$ cat src/rtl/frame_seq_pkg.sv
// Shared types and constants for the frame sequencer.
// FRAME_SEQ_PARITY_EN adds a parity slot after every word.
package frame_seq_pkg;

    typedef enum logic [2:0] {
        IDLE,
        LOAD,
        SHIFT,
        PAR,
        CLEAR
    } state_e;

    localparam int NUM_WORDS_DEF = 16;
    localparam int WORD_W_DEF    = 12;

`ifdef FRAME_SEQ_PARITY_EN
    localparam int CYC_PER_WORD = WORD_W_DEF + 2;
`else
    localparam int CYC_PER_WORD = WORD_W_DEF + 1;
`endif

endpackage

$ cat src/rtl/frame_sequencer_req_queue.sv
// Request front end: ovf edge detect, request merge, one-deep pending slot
// with latched cause, and a saturating drop counter.
module req_queue
    import frame_seq_pkg::*;
#(
    parameter int DROP_W = 8
) (
    input  logic              clk,
    input  logic              reset,
    input  logic              ovf_i,
    input  logic              rtc_tick_i,
    input  logic              idle_i,
    input  logic              clear_i,
    output logic              start_o,
    output logic              start_trig_o,
    output logic [DROP_W-1:0] drop_cnt_o
);

    logic              ovf_q;
    logic              pend_q, pend_d;
    logic              ptrig_q, ptrig_d;
    logic [DROP_W-1:0] drop_q, drop_d;
    logic              ovf_rise;
    logic              req;

    assign ovf_rise = ovf_i & ~ovf_q;
    assign req      = rtc_tick_i | ovf_rise;

    always_comb begin
        pend_d       = pend_q;
        ptrig_d      = ptrig_q;
        drop_d       = drop_q;
        start_o      = 1'b0;
        start_trig_o = ovf_rise;
        if (idle_i) begin
            start_o = req;
        end else begin
            if (req) begin
                if (pend_q) begin
                    if (drop_q != '1) drop_d = drop_q + DROP_W'(1);
                end else if (!clear_i) begin
                    pend_d  = 1'b1;
                    ptrig_d = ovf_rise;
                end
            end
            // CLEAR hands the queued (or just-arrived) request straight to the next frame.
            if (clear_i) begin
                start_o      = pend_q | req;
                start_trig_o = pend_q ? ptrig_q : ovf_rise;
                pend_d       = 1'b0;
            end
        end
    end

    // NOTE: sequential state uses non-blocking assignments so every register
    // samples the pre-edge values, regardless of block ordering.
    always_ff @(posedge clk) begin
        if (!reset) begin
            ovf_q   <= 1'b0;
            pend_q  <= 1'b0;
            ptrig_q <= 1'b0;
            drop_q  <= '0;
        end else begin
            ovf_q   <= ovf_i;
            pend_q  <= pend_d;
            ptrig_q <= ptrig_d;
            drop_q  <= drop_d;
        end
    end

    assign drop_cnt_o = drop_q;

endmodule

$ cat src/rtl/frame_sequencer.sv
// Readout scheduler: serialises NUM_WORDS counter words through mux + PISO.
// Build with FRAME_SEQ_PARITY_EN to append an even-parity cycle per word.
module frame_sequencer
    import frame_seq_pkg::*;
#(
    parameter int  NUM_WORDS = NUM_WORDS_DEF,
    parameter int  WORD_W    = WORD_W_DEF,
    parameter int  DROP_W    = 8,
    localparam int SEL_W     = $clog2(NUM_WORDS)
) (
    input  logic              clk,
    input  logic              reset,
    input  logic              ovf,
    input  logic              rtc_tick,
    input  logic [WORD_W-1:0] word_in,
    output logic [SEL_W-1:0]  sel,
    output logic              sl,
    output logic              par_bit,
    output logic              par_valid,
    output logic              freeze,
    output logic              cnt_clr,
    output logic              busy,
    output logic              frame_start,
    output logic              frame_done,
    output logic              trig_src,
    output logic [DROP_W-1:0] drop_cnt
);

    localparam int               BIT_W  = $clog2(WORD_W);
    localparam logic [SEL_W-1:0] LAST_K = SEL_W'(NUM_WORDS - 1);
    localparam logic [BIT_W-1:0] LAST_B = BIT_W'(WORD_W - 1);

    state_e           state_q, state_d;
    logic [SEL_W-1:0] k_q, k_d;
    logic [BIT_W-1:0] bit_q, bit_d;
    logic             trig_q, trig_d;
    logic             sl_q, busy_q, cnt_clr_q, frame_start_q;
    logic [SEL_W-1:0] sel_q;
    logic             start, start_trig;
    state_e           adv_state;
    logic [SEL_W-1:0] adv_k;

    req_queue #(.DROP_W(DROP_W)) u_req_queue (
        .clk          (clk),
        .reset        (reset),
        .ovf_i        (ovf),
        .rtc_tick_i   (rtc_tick),
        .idle_i       (state_q == IDLE),
        .clear_i      (state_q == CLEAR),
        .start_o      (start),
        .start_trig_o (start_trig),
        .drop_cnt_o   (drop_cnt)
    );

    // Step taken once a word's slot (shift, plus parity if present) is over.
    assign adv_state = (k_q == LAST_K) ? CLEAR : LOAD;
    assign adv_k     = (k_q == LAST_K) ? k_q : k_q + SEL_W'(1);

    // NOTE: every variable gets a default before the case so no path can
    // leave one unassigned and infer a latch.
    always_comb begin
        state_d = state_q;
        k_d     = k_q;
        bit_d   = bit_q;
        trig_d  = trig_q;
        unique case (state_q)
            IDLE: begin
                if (start) begin
                    state_d = LOAD;
                    k_d     = '0;
                    trig_d  = start_trig;
                end
            end
            LOAD: begin
                state_d = SHIFT;
                bit_d   = '0;
            end
            SHIFT: begin
                if (bit_q == LAST_B) begin
`ifdef FRAME_SEQ_PARITY_EN
                    state_d = PAR;
`else
                    state_d = adv_state;
                    k_d     = adv_k;
`endif
                end else begin
                    bit_d = bit_q + BIT_W'(1);
                end
            end
            PAR: begin
                state_d = adv_state;
                k_d     = adv_k;
            end
            CLEAR: begin
                if (start) begin
                    state_d = LOAD;
                    k_d     = '0;
                    trig_d  = start_trig;
                end else begin
                    state_d = IDLE;
                end
            end
            default: state_d = IDLE;
        endcase
    end

    // Outputs are decoded from the next state so they leave the flops aligned with it.
    always_ff @(posedge clk) begin
        if (!reset) begin
            state_q       <= IDLE;
            k_q           <= '0;
            bit_q         <= '0;
            trig_q        <= 1'b0;
            sl_q          <= 1'b0;
            sel_q         <= '0;
            busy_q        <= 1'b0;
            cnt_clr_q     <= 1'b0;
            frame_start_q <= 1'b0;
        end else begin
            state_q       <= state_d;
            k_q           <= k_d;
            bit_q         <= bit_d;
            trig_q        <= trig_d;
            sl_q          <= (state_d == LOAD);
            sel_q         <= (state_d == IDLE) ? '0 : k_d;
            busy_q        <= (state_d != IDLE);
            cnt_clr_q     <= (state_d == CLEAR);
            frame_start_q <= (state_d == LOAD) && (k_d == '0);
        end
    end

`ifdef FRAME_SEQ_PARITY_EN
    logic par_q, par_valid_q;

    always_ff @(posedge clk) begin
        if (!reset) begin
            par_q       <= 1'b0;
            par_valid_q <= 1'b0;
        end else begin
            if (state_q == LOAD) par_q <= ^word_in;
            par_valid_q <= (state_d == PAR);
        end
    end

    assign par_bit   = par_q;
    assign par_valid = par_valid_q;
`else
    logic unused_word_in;
    assign unused_word_in = ^word_in;
    assign par_bit        = 1'b0;
    assign par_valid      = 1'b0;
`endif

    assign sl          = sl_q;
    assign sel         = sel_q;
    assign freeze      = busy_q;
    assign busy        = busy_q;
    assign cnt_clr     = cnt_clr_q;
    assign frame_done  = cnt_clr_q;
    assign frame_start = frame_start_q;
    assign trig_src    = trig_q;

endmodule

$ cat config.mk
export PLATFORM = sky130hd
export DESIGN_NAME = frame_sequencer
export DESIGN_NICKNAME = d
export VERILOG_FILES = /design/src/rtl/frame_seq_pkg.sv /design/src/rtl/frame_sequencer_req_queue.sv /design/src/rtl/frame_sequencer.sv
export SDC_FILE = /design/constraint.sdc
export NUM_CORES = 1
export LEC_CHECK = 0
export ABC_AREA = 1
export CORE_ASPECT_RATIO = 0.9
export CORE_MARGIN = 1
export CORE_UTILIZATION = 46
export CTS_BUF_LIST = sky130_fd_sc_hd__clkbuf_4 sky130_fd_sc_hd__clkbuf_8
export CTS_CLUSTER_SIZE = 16
export DETAILED_ROUTE_END_ITERATION = 6
export GPL_TIMING_DRIVEN = 0
export PLACE_DENSITY_LB_ADDON = 0.12
export SYNTH_ARGS = -nofsm -noshare
export SYNTH_HDL_FRONTEND = slang
export SYNTH_HIERARCHICAL = 1
export SYNTH_SLANG_ARGS = --single-unit
$ cat constraint.sdc
create_clock -name clk -period 1.7 [get_ports clk]
set_input_delay 0.255 -clock clk [delete_from_list [all_inputs] [get_ports clk]]
set_output_delay 0.255 -clock clk [all_outputs]
set_load 0.03 [all_outputs]
==> run_results.csv <==
group,metric,value,unit
placement,gp_congestion,0.848,
run,maxCapViolCount,0,
cts,cts_tree,"done",
die,dieArea,3680,um2
cts,root_buffer,"clkbuf_8",
placement,portBuffers,22,
setup_path,path_buf_inv,1,
timing,min_period,1.64,ns
die,design.core.area,3160,um2
power,power.density,1410,nW/um2
logic_synthesis,synth_seq_cells,31,
timing,setup-tns-final,0,ns
die,fp-row-count,19,
timing,fmax,609,MHz
placement,pre_cts_slack,-0.263,ns
finish,final_util,0.672,
finish,layout-drive-gt1-share,0.259,
setup_path,cp-start-kind,"flop",
route,vias_per_cell,4.81,
setup_path,cp.required,1.44,ns
status,status,"complete, no violations",
cts,numCtsBuffers,5,
finish,n_fill_cell,286,
cts,clock-sinks,31,
timing,whs,0.446,ns
setup_path,crit_path_end_kind,"output pin",
timing,grt_setup_unrepaired,"yes",
logic_synthesis,yosysTopAreaCell,"dfxtp_1",
grt,grt_use_total,0.207,
timing,setup_ws,0.0577,ns
power,p_total,2.98,mW
route,drc,0,
cts,clkLatencyLatePin,0.28,ns
timing,setup_viol,0,
timing,min_period_over_period,0.966,
setup_path,crit_type,"flop to output pin",
grt,grt_max_degree,12,
cts,hold_buffers,0,
logic_synthesis,synth_top_area_frac,0.392,
finish,diodes,0,
route,drt_iter0_drc,57,
logic_synthesis,avgSynthCellArea,6.97,um2
die,die_w,63.8,um
power,p_leak,0.956,nW
timing,slew_violations,0,
route,postRouteAntennaNets,0,
setup_path,cp_top_family,"buffers and inverters",
setup_path,cpPeakStageDelay,0.70,ns
grt,grt_pass1_wl,5.86,mm
die,pin_count,37,
cts,ctsLongestPathBuffers,2,
logic_synthesis,synthTopCellsByArea,"dfxtp_1 39%, nand2_1 13%, nor2_1 8.1%",
grt,antenna_found_initial,0,
worst_hold_path,hold_path.class,"input port to flop",
timing,skew,0.00639,ns
timing,hold_viol_final,0,
logic_synthesis,synth_cell_types,29,
route,wl,3.62,mm
die,die_y,57.7,um
logic_synthesis,synth-seq-area-share,0.392,
logic_synthesis,ys.warnings.count,6,
setup_path,path_cells,"clkdlybuf4s50_1",
setup_path,arrival,1.39,ns
finish,nets,288,
grt,grt_overflow,0,
grt,grt_pass1_vias,1340,
die,start_util,0.501,
placement,hpwl,2.31,mm
setup_path,cp_slowest_cell,"clkdlybuf4s50_1",
cts,clk_pin_slew_worst_paths,0.06,ns
route,vias,1502,
logic_synthesis,synth_area,1580,um2
setup_path,crit_fanout,5,
route,dr.pass1.iters,4,
finish,syn2layout_area_growth,34.2,%
cts,ctsHtreeMaxLevel,2,
logic_synthesis,synth_cells,227,
route,wl_per_cell,11.6,um
power,vdd.ir_drop.worst,0.659,mV
## per-layer routing
layer | GRT usage | part of all wire | up-vias
met2 | 0.351 | 0.49 | 31
li1 | - | - | 781
met3 | 0.0531 | 0.043 | 7
met4 | 0.0779 | 0.015 | 0
met5 | 0 | 0 | -
met1 | 0.254 | 0.45 | 683
## layout by cell type, fill, tap and decap left out, types with 2 or more instances in the layout
cell	count
clkbuf_4	2
nor3_1	4
inv_2	8
clkbuf_8	5
dlymetal6s2s_1	2
nand3_1	12
nand2_1	48
xor2_1	2
nand2_2	9
nand3_2	3
a21oi_1	11
dlygate4sd2_1	2
buf_4	14
ha_2	2
nor2_1	33
buf_6	2
clkdlybuf4s50_1	18
nor2_4	4
o21ai_0	8
clkinv_2	2
dfxtp_1	29
nor2_2	4
nand2_4	6
inv_1	23
conb_1	2
## flip-flops by register name (all words and copies together), names as in the netlist
register / count
bit_q: 4
busy: 1
cnt_clr: 1
frame_start: 1
k_q: 4
sel: 4
sl: 1
state_q: 3
trig_src: 1
u_req_queue/drop_cnt_o: 8
u_req_queue/ovf_q: 1
u_req_queue/pend_q: 1
u_req_queue/ptrig_q: 1
## layout make-up
cell class / instances / area (um2) / area share
multi-input cells: 159 / 871 / 0.410
well taps: 42 / 52.6 / 0.0247
plain buffers: 4 / 30.0 / 0.0141
clock buffers: 7 / 83.8 / 0.0395
flip-flops and latches: 31 / 626 / 0.295
repair buffers: 34 / 320 / 0.151
clock inverters: 1 / 5.00 / 0.00236
inverters: 34 / 135 / 0.0636
## Yosys cell counts, drive strengths merged
master,count
nand2,63
nor2,41
inv,32
dfxtp,31
nand3,16
a21oi,12
o21ai,9
nor3,5
buf,4
ha,3
clkinv,2
xor2,2
and3,1
conb,1
nand3b,1
nand4,1
o22ai,1
or2,1
xnor2,1
## final timing paths
kind / cells past startpoint / slack, ns / startpoint / end
setup / recovery: 1 / 0.06 / u_req_queue/drop_cnt_o[0] / drop_cnt[0]
hold / removal: 3 / 0.45 / reset / u_req_queue/drop_cnt_o[6]
setup reg to reg: 8 / 0.06 / k_q[1] / busy
hold reg to reg: 2 / 0.45 / trig_src / trig_src
## timing repair
item,4_1_cts,5_1_grt
setup buffers,6,6
resized for setup,13,17
cloned,0,0
pin swaps,5,10
setup endpoints to repair,13,11
## where the power goes
part	internal [mW]	total (mW)	switching (mW)
clock	0.319	0.589	0.271
sequential	0.847	0.924	0.0768
combinational	0.644	1.47	0.827
total	1.81	2.98	1.17
## metrics by stage
| stage | instance area (um2) | std cells |
|---|---|---|
| after detailed placement | 1860 | 292 |
| after CTS | 2030 | 306 |
| after global placement | 1860 | 292 |
| final | 2120 | 312 |
| after global routing | 2120 | 312 |
| after floorplan | 1590 | 228 |
## cell families after synthesis
logic type | after synthesis | share of synthesized area
other | 1 | 0.00237
adders and majority gates | 3 | 0.0237
xor gates and xnor gates | 3 | 0.0166
and+or+nand+nor | 129 | 0.387
buffers and inverters | 38 | 0.100
AOI/OAI and AO/OA | 22 | 0.0775
DFF | 31 | 0.392
Note: power is estimated with default switching activity, not from simulation.
